File: config.mk
export PLATFORM = sky130hd
export DESIGN_NAME = bus_fabric
export DESIGN_NICKNAME = d
export VERILOG_FILES = /design/src/rtl/bus_fabric.sv
export SDC_FILE = /design/constraint.sdc
export NUM_CORES = 1
export LEC_CHECK = 0
export CORE_AREA = 5 5 110 112
export CTS_BUF_LIST = sky130_fd_sc_hd__clkbuf_8
export DETAILED_ROUTE_END_ITERATION = 8
export DIE_AREA = 0 0 115 117
export DONT_BUFFER_PORTS = 1
export GPL_ROUTABILITY_DRIVEN = 1
export PLACE_DENSITY = 0.58
export SYNTH_ARGS = -nofsm -noshare
export SYNTH_HDL_FRONTEND = slang
export SYNTH_SLANG_ARGS = --single-unit
File: constraint.sdc
create_clock -name clk -period 2.5 [get_ports clk]
set_input_delay 0.5 -clock clk [delete_from_list [all_inputs] [get_ports clk]]
set_output_delay 0.5 -clock clk [all_outputs]
set_load 0.005 [all_outputs]
File: src/rtl/bus_fabric.sv
// Single-master to N-slave bus fabric: address decode, write forwarding, and one outstanding
// read with a timeout, error response and a saturating error counter.
module bus_fabric #(
  parameter int unsigned          AW       = 16,
  parameter int unsigned          DW       = 32,
  parameter int unsigned          N        = 4,
  parameter logic [N*AW-1:0]      SLV_BASE = {16'h8000, 16'h5000, 16'h4000, 16'h0000},
  parameter logic [N*AW-1:0]      SLV_MASK = {16'h8000, 16'hF000, 16'hF000, 16'hC000},
  parameter int unsigned          TIMEOUT  = 15,
  parameter logic [31:0]          ERR_DATA = 32'hDEADBEEF
) (
  input  logic              clk,
  input  logic              rst,
  input  logic [AW-1:0]     m_addr,
  input  logic              m_ren,
  input  logic              m_wen,
  input  logic [DW-1:0]     m_wdata,
  input  logic [DW/8-1:0]   m_wmask,
  output logic [DW-1:0]     m_rdata,
  output logic              m_rd_valid,
  output logic              m_busy,
  output logic              m_err,
  output logic [AW-1:0]     s_addr,
  output logic [N-1:0]      s_ren,
  output logic [N-1:0]      s_wen,
  output logic [DW-1:0]     s_wdata,
  output logic [DW/8-1:0]   s_wmask,
  input  logic [N*DW-1:0]   s_rdata,
  input  logic [N-1:0]      s_rd_valid,
  output logic [7:0]        err_count
);

  localparam int unsigned   SW      = (N > 1) ? $clog2(N) : 1;
  localparam logic [DW-1:0] ErrData = DW'(ERR_DATA);
  localparam logic [7:0]    ToLast  = 8'(TIMEOUT - 1);

  typedef enum logic [1:0] {StIdle, StWait, StResp} state_e;

  state_e        state;
  logic [SW-1:0] sel_q;
  logic [7:0]    cnt_q;

  logic          hit;
  logic [SW-1:0] sel;
  logic [AW-1:0] sel_mask;
  logic          idle;
  logic          req_ok;
  logic          valid_sel;
  logic          valid_lat;
  logic          timeout;
  logic          err_set;

  // Walk from the top index down so the lowest matching slave is the one left standing.
  always_comb begin
    hit      = 1'b0;
    sel      = '0;
    sel_mask = '0;
    for (int i = int'(N) - 1; i >= 0; i--) begin
      if ((m_addr & SLV_MASK[i*AW +: AW]) == SLV_BASE[i*AW +: AW]) begin
        hit      = 1'b1;
        sel      = SW'(i);
        sel_mask = SLV_MASK[i*AW +: AW];
      end
    end
  end

  assign idle      = (state == StIdle);
  assign req_ok    = idle && !rst && (m_ren ^ m_wen) && hit;
  assign valid_sel = s_rd_valid[sel];
  assign valid_lat = s_rd_valid[sel_q];
  assign timeout   = (cnt_q == ToLast);

  assign s_addr  = m_addr & ~sel_mask;
  assign s_wdata = m_wdata;
  assign s_wmask = m_wmask;
  assign m_busy  = !idle;

  always_comb begin
    s_ren = '0;
    s_wen = '0;
    if (req_ok) begin
      s_ren[sel] = m_ren;
      s_wen[sel] = m_wen;
    end
  end

  // Errors: conflicting or unmapped request in IDLE, or a WAIT that runs out without data.
  always_comb begin
    err_set = 1'b0;
    if (idle) begin
      err_set = (m_ren && m_wen) || ((m_ren || m_wen) && !hit);
    end else if (state == StWait) begin
      err_set = timeout && !valid_lat;
    end
  end

  always_ff @(posedge clk or posedge rst) begin
    if (rst) begin
      state      <= StIdle;
      sel_q      <= '0;
      cnt_q      <= '0;
      m_rdata    <= '0;
      m_rd_valid <= 1'b0;
      m_err      <= 1'b0;
      err_count  <= '0;
    end else begin
      m_rd_valid <= 1'b0;
      m_err      <= err_set;
      if (err_set && err_count != 8'hFF) begin
        err_count <= err_count + 8'd1;
      end
      unique case (state)
        StIdle: begin
          if (m_ren && !m_wen) begin
            if (!hit) begin
              state      <= StResp;
              m_rdata    <= ErrData;
              m_rd_valid <= 1'b1;
            end else begin
              sel_q <= sel;
              cnt_q <= '0;
              if (valid_sel) begin
                state      <= StResp;
                m_rdata    <= s_rdata[sel*DW +: DW];
                m_rd_valid <= 1'b1;
              end else begin
                state <= StWait;
              end
            end
          end
        end
        StWait: begin
          if (valid_lat) begin
            state      <= StResp;
            m_rdata    <= s_rdata[sel_q*DW +: DW];
            m_rd_valid <= 1'b1;
          end else if (timeout) begin
            state      <= StResp;
            m_rdata    <= ErrData;
            m_rd_valid <= 1'b1;
          end else begin
            cnt_q <= cnt_q + 8'd1;
          end
        end
        StResp: begin
          state <= StIdle;
        end
        default: begin
          state <= StIdle;
        end
      endcase
    end
  end

endmodule

; After elaboration in Yosys (flattened, before gate mapping)
; Cells that the tools add are included.
[word_totals]
romBits = 0
regBits = 54
latchBits = 0
n_memories = 0
elab_cells = 98
ramBits = 0
inputBits = 188
[classes]
mux = 45
n_reduce_logical = 23
div_mod_pow = 0
eq_ne = 11
n_mul = 0
bitwise = 5
addsub = 2
shifts = 2
n_lt_le_gt_ge = 3
[ops]
columns = op, n
row1 = variable part select 128 x 8 -> 32 bit, 2
row2 = 2-to-1 mux 32 bit, 5
row3 = 2-to-1 mux 16 bit, 4
row4 = case mux 32 bit (2 select lines), 1
row5 = 2-to-1 mux 8 bit, 4
row6 = 2-to-1 mux 2 bit, 9
row7 = "adder 8 x 1 -> 8 bit, second input constant", 2
row8 = bitwise AND 16 bit, 1
row9 = zero test 16 bit, 1
row10 = inverter 16 bit, 1
row11 = case mux 8 bit (2 select lines), 1
row12 = 2-to-1 mux 1 bit, 14
row13 = logical AND 1 bit, 9
row14 = bitwise AND 4 bit, 2
row15 = "equality test 4 x 3 -> 1 bit, second input constant", 2
row16 = "equality test 8 x 4 -> 1 bit, second input constant", 1
row17 = 2-to-1 mux 4 bit, 2
row18 = "!= test 8 bit, second input constant", 1
row19 = "less-than comparator 2 x 3 -> 1 bit, second input constant", 2
row20 = "!= test 2 bit, second input constant", 3
row21 = zero test 1 bit, 5
row22 = AND reduction 5 bit, 1
row23 = binary-select mux 1 bit (select 2 bit), 2
row24 = case mux 2 bit (2 select lines), 1
row25 = other kinds (14), 15

; Logic depth before layout (Yosys ltp)
; Gate-level depths: netlist of the first run.
[logic_depth]
ltp_word = 10
mapped_depth = 9

; Least setup slack after synthesis of the first run
; No wires, ideal clock.
[synth_timing]
path_type = input to output
start = in rst
end = out s_wen[0]
slack_ns = -0.266
arrival_time_ns = 2.266
path_stages = 3
path_cell_list = inv_1 > nand4_1 > nor3_1
[synth_via]
elab_chain_len = 5
[synth_lines]
columns = item, line_no
row1 = start: declaration, 13  ; input logic rst,
row2 = zero test 1 bit (no source line), n/a
row3 = logical AND 1 bit (3 in series), 68  ; assign req_ok = idle && !rst && (m_ren ^ m_wen) && hit;
row4 = 2-to-1 mux 4 bit, 81  ; if (req_ok) begin
row5 = end: declaration, 25  ; output logic [N-1:0] s_wen,
; No other way between the ends.

; Worst setup path after layout of the first run
[layout_timing]
start = reg state[1]
end = out s_ren[1]
[layout_via]
elab_chain_len = 5
[layout_lines]
columns = item, line_no
row1 = start: declaration, 39  ; state_e state;
row2 = start signal: assignment, 99  ; state <= StIdle;
row3 = start signal: assignment, 116  ; state <= StResp;
row4 = start signal: assignment, 123  ; state <= StResp;
row5 = zero test 2 bit, 67  ; assign idle = (state == StIdle);
row6 = logical AND 1 bit (3 in series), 68
row7 = 2-to-1 mux 4 bit, 81
row8 = end: declaration, 24  ; output logic [N-1:0] s_ren,
; No other way between the ends.

==> metrics.md, run 1 <==
| Metric | Value |
|---|---|
| WP data required | 2.00 ns |
| Via Count | 4060 |
| Port buffer count | 0 |
| P per Cell Area | 759 mW/mm^2 |
| Hpwl dp | 11.0 mm |
| Synth area leaders | dfrtp_1 (28%), mux4_2 (16%), o21ai_0 (10%) |
| Remaining global-route overflow | 0 |
| TritonRoute pass-1 iters | 5 |
| Post-route setup TNS | 0 ns |
| Total GRT Usage | 21.3% |
| WL final | 15.2 mm |
| Synth cell types | 48 |
| Die W | 115 um |
| Initial drt markers | 234 |
| Clk_lat worst skew | 0.32 ns |
| Crit path kind | reg -> out |
| Most frequent CP cell | nor2_1 |
| Clk pin slew, worst setup/hold paths | 0.11 ns |
| Global-route wire length before repair | 22.5 mm |
| RSZ-0062 raised after global routing | yes |
| NetSw | 1.40 mW |
| Yosys reg bits | 54 |
| Rows | 39 |
| CTS Sinks | 54 |
| Die area | 0.0135 mm^2 |
| Reg power frac | 43.9% |
| Area occupied by multi-input gates | 0.00282 mm^2 |
| Max stage delay on crit path | 0.44 ns |
| P_leak | 1.88 nW |
| Top sig layer | met4 |
| Number of synthesized flops with an enable pin | 0 |
| Crit end category | output pin |
| Internal power | 2.10 mW |
| Final-report hold violation count | 0 |
| Slowest CP cell | dfrtp_1 |
| Worst-path maximum fanout | 4 |
| Root Driver | clkbuf_8 |
| CP Data Arrival Time | 1.88 ns |
| CTS tree | built |
| Hold slack final | 0.361 ns |
| DR WL/cell | 24.4 um |
| Total Power | 3.50 mW |
| Worst Path Buf+Inv | 2 |
| Fin crit period | 2.38 ns |
| Routed wl met2 | 7.68 mm |
| Top_reg_cell synth | dfrtp_1 |
| Mapped Area | 0.00474 mm^2 |
| Boundary Pins | 291 |
| Final setup fails | 0 |
| # DRC | 0 |
| Cell type with the largest total area after synthesis | dfrtp_1 |
| Placer Congestion | 0.787 |
| Status | finished clean |
| Yosys warning count | 0 |
| Post-synth ARST share | 100% |
| Fillers | 1116 |
| Seq/Total Area, Yosys | 28.5% |
| Mapped Nets | 742 |
| Share of cells above drive strength 1 | 13.8% |
| Max clock buf depth | 2 |
| Area added between synthesis and finish | -2.69% |
| Die Y | 117 um |
| Max-cap violations | 0 |
| Core area | 0.0111 mm^2 |
| Post-route ant nets | 0 |
| Pins Over Slew Limit | 0 |
| Sw frac | 40.0% |
| Synth top cells by count | nand2_1 (99), o21ai_0 (99), dfrtp_1 (54), buf_4 (53), mux4_2 (33) |
| Crit-path cells | nor2_1 -> inv_1 -> nor2_1 -> nand4_1 -> nor3_2 -> buf_4 |
| Htree depth | 2 |
| Met3 WL | 1.75 mm |
| # diodes | 0 |
| Crit-path leading delay family | simple AND/OR/NAND/NOR gates |
| Largest net degree at the start of global routing | 68 |
| Skew final | 0.00988 ns |
| Final nets | 673 |
| Clock share of power | 14.6% |
| Comb pwr share | 41.6% |
| Final core occ | 41.5% |
| Period utilization | 95.1% |
| Vias/cell | 6.52 |
| Setup crit start kind | register |
| Hold Path Class | in -> reg |
| CTS buffer count | 5 |
| Met1 Wirelength | 5.36 mm |
| Post-Syn Area per Cell | 8.66 um^2 |
| Syn Inst Count | 548 |
| Share of the synthesized area in the top cell type | 28.5% |
| Number of global-route vias before repair | 4093 |
| Antenna violations before repair | 0 |
| Measured slew at the worst slew-check pin | 0.709 ns |
| Maximum vdd drop | 0.000280 V |
| Slew HR | 52.7% |
| Initial Util | 42.6% |
| Setup Buffers After CTS | 0 |
| Fmax | 0.421 GHz |
| Register area | 0.00135 mm^2 |
## stage by stage
stage	cells	setup WS (ns)	instance area, um^2
2_1_floorplan	548	0.246	4750
4_1_cts	623	0.0828	4610
3_3_place_gp	614	0.404	4510
5_1_grt	623	-0.0294	4620
3_5_place_dp	614	0.376	4510
6_report	623	0.122	4620
## routing by layer
metal / track usage [%] / vias to the layer above
met2: 37.6 / 249
met3: 6.63 / 49
met4: 8.61 / 0
met5: 0 / -
li1: - / 1791
met1: 24.0 / 1971
## path summary, 6_finish.rpt
| path | from | end | slack, ns | cells past startpoint |
|---|---|---|---|---|
| setup reg to reg | cnt_q[0] | cnt_q[4] | 0.42 | 7 |
| hold reg to reg | m_rdata[15] | m_rdata[15] | 0.52 | 2 |
| min in group asynchronous | rst | sel_q[0] | 0.55 | 2 |
| hold / removal | m_addr[15] | sel_q[0] | 0.36 | 2 |
| setup / recovery | state[1] | s_ren[1] | 0.12 | 6 |
| max in group asynchronous | rst | m_rdata[10] | 1.04 | 3 |
## power groups by stage
stage	clock network [mW]	logic, mW	registers [mW]
after floorplan	0	1.28	1.43
after global placement	0	1.42	1.55
after detailed placement	0	1.47	1.56
after CTS	0.536	1.47	1.55
after global routing	0.561	1.62	1.58
final	0.510	1.46	1.54
## area by class of cell
type,instances,share of cell area [%]
Multi-Input combinational cell,392,61.1
Sequential cell,54,29.3
Tap cell,143,3.88
Timing Repair Buffer,16,2.93
Clock buffer,5,1.49
Inverter,10,0.894
Clock inverter,3,0.461
## layout by cell type, fill, tap and decap left out, types with 5 or more instances in the layout
master,netlist,final
mux2i_1,25,25
ha_1,6,6
mux4_2,33,33
o21ai_0,99,99
nor2b_1,13,13
o22ai_1,24,24
nor2_1,14,13
dfrtp_1,54,53
a211oi_1,8,8
inv_1,10,9
a22oi_1,8,8
nand3_1,6,6
nand2_1,99,99
clkbuf_8,0,5
xnor2_1,7,7
buf_4,53,14
## registers in the layout, summed over array words and instances, names as in the netlist
signal      count
sel_q           2
cnt_q           8
m_rdata        32
m_rd_valid      1
err_count       8
m_err           1
state           2
## cells by family (layout without fill, tap and decap cells)
| kind of cell | count (synthesis) | after routing | share of synthesized area (%) |
|---|---|---|---|
| AND/OR/NAND/NOR | 160 | 160 | 15.4 |
| AO/OA/AOI/OAI | 157 | 157 | 19.0 |
| buffers and inverters | 102 | 34 | 12.6 |
| multiplexers | 60 | 60 | 21.4 |
| flip-flops | 54 | 54 | 28.5 |
| XOR/XNOR | 8 | 8 | 1.48 |
| adder cells (fa/ha/maj) | 6 | 6 | 1.58 |
| other | 1 | 1 | 0.0790 |
## timing repair
action	in CTS	in global routing
hold endpoints to repair	1	0
gates resized for setup	0	2
hold buffers	1	0
setup endpoints to repair	0	2
No activity file was read; power rests on OpenSTA's default activity.
==> inputs of run 2 (changes only) <==
--- a/config.mk
+++ b/config.mk
@@ -5,13 +5,15 @@
 export SDC_FILE = /design/constraint.sdc
 export NUM_CORES = 1
 export LEC_CHECK = 0
+export ABC_AREA = 1
 export CORE_AREA = 5 5 110 112
 export CTS_BUF_LIST = sky130_fd_sc_hd__clkbuf_8
 export DETAILED_ROUTE_END_ITERATION = 8
 export DIE_AREA = 0 0 115 117
 export DONT_BUFFER_PORTS = 1
 export GPL_ROUTABILITY_DRIVEN = 1
-export PLACE_DENSITY = 0.58
+export PLACE_DENSITY = 0.68
 export SYNTH_ARGS = -nofsm -noshare
 export SYNTH_HDL_FRONTEND = slang
 export SYNTH_SLANG_ARGS = --single-unit
+export TNS_END_PERCENT = 5
==> metrics.md, run 2 <==
| Metric | Value |
|---|---|
| Status | finished, violations left |
| Failing checks | DRC |
| GR Layer Usage met3 | 8.89% |
| Die W | 115 um |
| # resized after CTS | 0 |
| Initial Util | 51.6% |
| PnR worst setup slack | 0.267 ns |
| Final setup fails | 0 |
| Yosys warning count | 0 |
| RSZ-0062 raised after global routing | no |
| Placer Congestion | 0.933 |
| WP data required | 2.00 ns |
| Dpl ws | 0.334 ns |
| Htree depth | 2 |
| Root Driver | clkbuf_8 |
| Remaining global-route overflow | 0 |
| CTS tree | built |
| Non-filler cells in the finished layout | 1060 |
| Crit end category | output pin |
| Yosys reg bits | 54 |
| Largest net degree at the start of global routing | 55 |
| Crit path kind | in -> out |
| Post-Syn Area per Cell | 5.75 um^2 |
| Measured slew at the worst slew-check pin | 0.969 ns |
| Share of cells above drive strength 1 | 5.78% |
| # DRC | 8 |
| Mapped Nets | 1192 |
| Final core occ | 49.7% |
| Hold Path Class | in -> async |
| Area added between synthesis and finish | -3.68% |
| Fmax | 0.448 GHz |
| Met1 Use GR | 32.8% |
| Share of the synthesized area in the top cell type | 23.5% |
| Synth top cells by count | nand2_1 (312), nor2_1 (152), nand3_1 (102), o21ai_0 (86), inv_1 (80) |
| Most common cell after layout, fill and taps aside | nand2_1 |
| Skew final | 0.0113 ns |
| Period utilization | 89.3% |
| Max FFs per register | 32 |
| Reg2reg path depth | 8 |
| Registers with the most flip-flops | m_rdata: 32 flops, cnt_q: 8 flops, err_count: 8 flops |
| Total GRT Usage | 27.1% |
| Count leader, synth | nand2_1 |
| Final nets | 1110 |
| DR WL/cell | 17.4 um |
| CTS Sinks | 54 |
| Setup crit start kind | input pin |
| Commonest cells after routing, fill and taps aside | nand2_1 (312), nor2_1 (152), nand3_1 (102) |
| Die Y | 117 um |
| Mapped Area | 0.00574 mm^2 |
| Post-synth ARST share | 100% |
| Internal power | 2.25 mW |
| Clk pin slew, worst setup/hold paths | 0.11 ns |
| Via Count | 5807 |
| Hold Buf Count CTS | 0 |
| Met2 Track Usage GR | 45.8% |
| Clock share of power | 17.3% |
| Max clock buf depth | 2 |
| Post-route ant nets | 0 |
| TritonRoute pass-1 iters | 9 |
| NetSw | 1.94 mW |
| Maximum vdd drop | 0.000378 V |
| Hpwl dp | 13.0 mm |
| Setup Buffers After CTS | 0 |
| Post-route setup TNS | 0 ns |
| CTS buffer count | 5 |
| Dpl cells | 1052 |
| Top_reg_cell synth | dfrtp_1 |
| # diodes | 0 |
| Pins Over Slew Limit | 0 |
| Final-report hold violation count | 0 |
| Sw frac | 46.4% |
| Die area | 0.0135 mm^2 |
| Syn Inst Count | 998 |
| Number of synthesized flops with an enable pin | 0 |
| Synth area leaders | dfrtp_1 (24%), nand2_1 (20%), nor2_1 (9.9%) |
| Reg power frac | 36.6% |
| Rows | 39 |
| Worst-path maximum fanout | 53 |
| Synth cell types | 31 |
| Vias/cell | 5.48 |
| Cell type with the largest total area after synthesis | dfrtp_1 |
| Boundary Pins | 291 |
| P_leak | 3.02 nW |
| Most flop-heavy register | m_rdata |
| Slew HR | 35.2% |
| Fin crit period | 2.23 ns |
| Initial drt markers | 477 |
| P per Cell Area | 757 mW/mm^2 |
| Global routing's busiest layer | met2 |
| Comb pwr share | 46.1% |
| Seq/Total Area, Yosys | 23.5% |
| Port buffer count | 0 |
| Antenna violations before repair | 0 |
| Global-route wire length before repair | 29.1 mm |
| Max-cap violations | 0 |
| Clk_lat worst skew | 0.32 ns |
| WL final | 18.4 mm |
| CP Data Arrival Time | 1.73 ns |
| Fin area | 0.00553 mm^2 |
| Number of global-route vias before repair | 5511 |
| Core area | 0.0111 mm^2 |
| DP Area | 0.00539 mm^2 |
==> run 2: kinds of logic after synthesis <==
logic type	Yosys count	share of synthesized area, %
xor gates and xnor gates	8	1.22
other	1	0.0653
and+or+nand+nor	614	45.4
AOI/OAI and AO/OA	123	11.2
DFF	54	23.5
buffers and inverters	192	17.3
adders and majority gates	6	1.31
==> run 2: layer usage <==
layer	routed length [um]	part of all wire, %
met3	2030	11
met1	7330	40
met2	8680	47
met4	402	2.2
met5	0	0
==> run 2: path summary, 6_finish.rpt <==
check / start / to / slack [ns]
setup / recovery: m_addr[15] / s_wen[0] / 0.27
hold / removal: rst / sel_q[1] / 0.12
setup reg to reg: sel_q[1] / m_rdata[15] / 0.36
hold reg to reg: m_rdata[28] / m_rdata[28] / 0.52
max in group asynchronous: rst / sel_q[0] / 1.79
min in group clk: m_addr[15] / sel_q[0] / 0.46
==> run 2: cell type report <==
class                           count  area (um^2)
Fill cell                        1225         5600
Multi-Input combinational cell    752         3400
Sequential cell                    54         1350
Inverter                           88          330
Tap cell                          143          179
Timing Repair Buffer               15          125
Clock buffer                        5         68.8
Clock inverter                      3         68.8
==> run 2: worst max-delay path: stages <==
cell and delay (ns):
inv_2 0.05, buf_4 0.47, nand2_1 0.41, nor2_1 0.24
==> run 2: power groups by stage <==
stage	clock network, mW	logic, mW	registers, mW
floorplan	0	1.68	1.42
global placement	0	1.91	1.56
detailed placement	0	1.94	1.55
CTS	0.741	1.94	1.54
global route	0.771	2.27	1.58
finish	0.726	1.93	1.53
==> run 2: per-stage QoR <==
step / power (mW) / hold slack (ns)
after global placement: 3.46 / 0.479
after CTS: 4.22 / 0.124
final: 4.19 / 0.115
after floorplan: 3.11 / 0.472
after detailed placement: 3.49 / 0.484
after global routing: 4.62 / 0.148
==> inputs of run 3 (changes only) <==
--- a/config.mk
+++ b/config.mk
@@ -6,13 +6,14 @@
 export NUM_CORES = 1
 export LEC_CHECK = 0
 export ABC_AREA = 1
+export ABC_CLOCK_PERIOD_IN_PS = 2150
 export CORE_AREA = 5 5 110 112
 export CTS_BUF_LIST = sky130_fd_sc_hd__clkbuf_8
 export DETAILED_ROUTE_END_ITERATION = 8
 export DIE_AREA = 0 0 115 117
 export DONT_BUFFER_PORTS = 1
 export GPL_ROUTABILITY_DRIVEN = 1
-export PLACE_DENSITY = 0.68
+export PLACE_DENSITY = 0.66
 export SYNTH_ARGS = -nofsm -noshare
 export SYNTH_HDL_FRONTEND = slang
 export SYNTH_SLANG_ARGS = --single-unit
==> constraint.sdc (replaced) <==
create_clock -name clk -period 2.15 [get_ports clk]
set_input_delay 0.43 -clock clk [delete_from_list [all_inputs] [get_ports clk]]
set_output_delay 0.43 -clock clk [all_outputs]
set_load 0.005 [all_outputs]
==> metrics.md, run 3 (synthesis results as in run 2) <==
| Metric | Value |
|---|---|
| Status | finished clean |
| Initial drt markers | 572 |
| Max-cap violations | 0 |
| Htree depth | 2 |
| Clk_lat worst skew | 0.32 ns |
| Vias/cell | 5.55 |
| Number of global-route vias before repair | 5595 |
| Internal power | 2.42 mW |
| Crit-path leading delay family | simple AND/OR/NAND/NOR gates |
| Reg power frac | 37.8% |
| Root Driver | clkbuf_8 |
| Share of cells above drive strength 1 | 7.00% |
| Pins Over Slew Limit | 0 |
| Hpwl dp | 13.6 mm |
| Max FFs per register | 32 |
| WP data required | 1.72 ns |
| Most common cell after layout, fill and taps aside | nand2_1 |
| P per Cell Area | 842 mW/mm^2 |
| Clk pin slew, worst setup/hold paths | 0.10 ns |
| Antenna violations before repair | 0 |
| Area added between synthesis and finish | -2.64% |
| Max stage delay on crit path | 0.42 ns |
| WL final | 18.5 mm |
| Crit-path cells | nor2_2 -> nand2_1 -> inv_2 -> nand2_1 -> nor2_1 -> nand2_1 -> nor2_1 |
| RSZ-0062 raised after global routing | no |
| Post-route setup TNS | 0 ns |
| Most frequent CP cell | nand2_1 |
| Rows | 39 |
| Most flop-heavy register | m_rdata |
| Initial Util | 51.6% |
| Hold Path Class | in -> reg |
| Worst-path maximum fanout | 6 |
| Largest net degree at the start of global routing | 55 |
| Post-route ant nets | 0 |
| # diodes | 0 |
| Top sig layer | met4 |
| Die area | 0.0135 mm^2 |
| Placer Congestion | 0.893 |
| CTS Sinks | 54 |
| Crit end category | output pin |
| Worst Path Buf+Inv | 1 |
| Met3 WL | 1.96 mm |
| Port buffer count | 0 |
| CTS buffer count | 5 |
| Met1 Wirelength | 7.53 mm |
| Remaining global-route overflow | 0 |
| Final-report hold violation count | 0 |
| Total GRT Usage | 27.0% |
| TritonRoute pass-1 iters | 5 |
| Core area | 0.0111 mm^2 |
| Max clock buf depth | 2 |
| Boundary Pins | 291 |
| Fin crit period | 2.00 ns |
| Total Power | 4.71 mW |
| Global-route wire length before repair | 29.0 mm |
| Final setup fails | 0 |
| P_leak | 3.06 nW |
| Period utilization | 93.1% |
| Die Y | 117 um |
| Registers with the most flip-flops | m_rdata: 32 flops, cnt_q: 8 flops, err_count: 8 flops |
| Fmax | 0.500 GHz |
| Via Count | 5941 |
| Slowest CP cell | dfrtp_1 |
| Routed wl met2 | 8.61 mm |
| Clock share of power | 13.3% |
| Slew HR | 60.1% |
| # DRC | 0 |
| DR WL/cell | 17.3 um |
| Die W | 115 um |
| Sw frac | 48.5% |
| Crit path kind | reg -> out |
| Maximum vdd drop | 0.000425 V |
| CP Data Arrival Time | 1.57 ns |
| Measured slew at the worst slew-check pin | 0.598 ns |
| Commonest cells after routing, fill and taps aside | nand2_1 (312), nor2_1 (150), nand3_1 (102) |
| Comb pwr share | 48.9% |
| Setup crit start kind | register |
| Final nets | 1121 |
| Skew final | 0.0162 ns |
| CTS tree | built |
| NetSw | 2.28 mW |
==> run 3: layout make-up <==
cell class,count,area (um^2)
fill,1218,5540
multi-input combinational,752,3410
sequential,54,1350
inverter,88,330
timing repair buffer,26,223
tap,143,179
clock buffer,5,68.8
clock inverter,3,26.3
==> run 3: worst paths after layout <==
| kind | slack [ns] | endpoint | cells past startpoint | start |
|---|---|---|---|---|
| max | 0.15 | s_wen[2] | 7 | state[0] |
| min | 0.43 | sel_q[0] | 2 | m_addr[15] |
| max reg2reg | 0.38 | m_rdata[30] | 10 | sel_q[1] |
| min reg2reg | 0.53 | m_rdata[2] | 2 | m_rdata[2] |
| max in group asynchronous | 1.06 | m_rdata[2] | 3 | rst |
| min in group asynchronous | 0.54 | err_count[4] | 2 | rst |
==> run 3: routing by layer <==
metal  global-route usage (%)  vias up
met5                        0        -
met3                     6.99       40
met4                     9.55        0
li1                         -     2937
met1                     33.8     2662
met2                     45.2      302
==> run 3: timing repair <==
action / CTS / global route
hold endpoints to repair: 14 / 0
buffers inserted: 0 / 0
hold buffers: 1 / 0
setup endpoints to repair: 0 / 8
resized for setup: 0 / 2
==> run 3: worst reg2reg max path, stage by stage, from the launching register on <==
cell and delay, ns:
dfrtp_2 0.46, inv_2 0.20, nand3_1 0.13, nand2_1 0.13, nand3_2 0.15, nand2_2 0.15, inv_1 0.06, nand2_2 0.06
buf_4 0.24, nand2_1 0.09, nand2_1 0.08
==> run 3: stage by stage <==
| stage | cells | utilization, % | hold slack, ns | setup slack [ns] | area [um^2] |
|---|---|---|---|---|---|
| after floorplan | 998 | - | 0.472 | 0.405 | 5740 |
| after global placement | 1062 | 49.2 | 0.321 | 0.393 | 5480 |
| after global routing | 1071 | 50.2 | 0.480 | 0.00346 | 5590 |
| after detailed placement | 1062 | 49.2 | 0.319 | 0.364 | 5480 |
| final | 1071 | 50.2 | 0.425 | 0.149 | 5590 |
| after CTS | 1071 | 50.2 | 0.404 | 0.0744 | 5580 |
==> run 3: power by group through the flow <==
stage	sequential, mW	clock, mW	combinational, mW
after global placement	1.80	0	2.26
after floorplan	1.65	0	1.96
final	1.78	0.627	2.30
after CTS	1.78	0.649	2.30
after detailed placement	1.80	0	2.30
after global routing	1.83	0.671	2.69
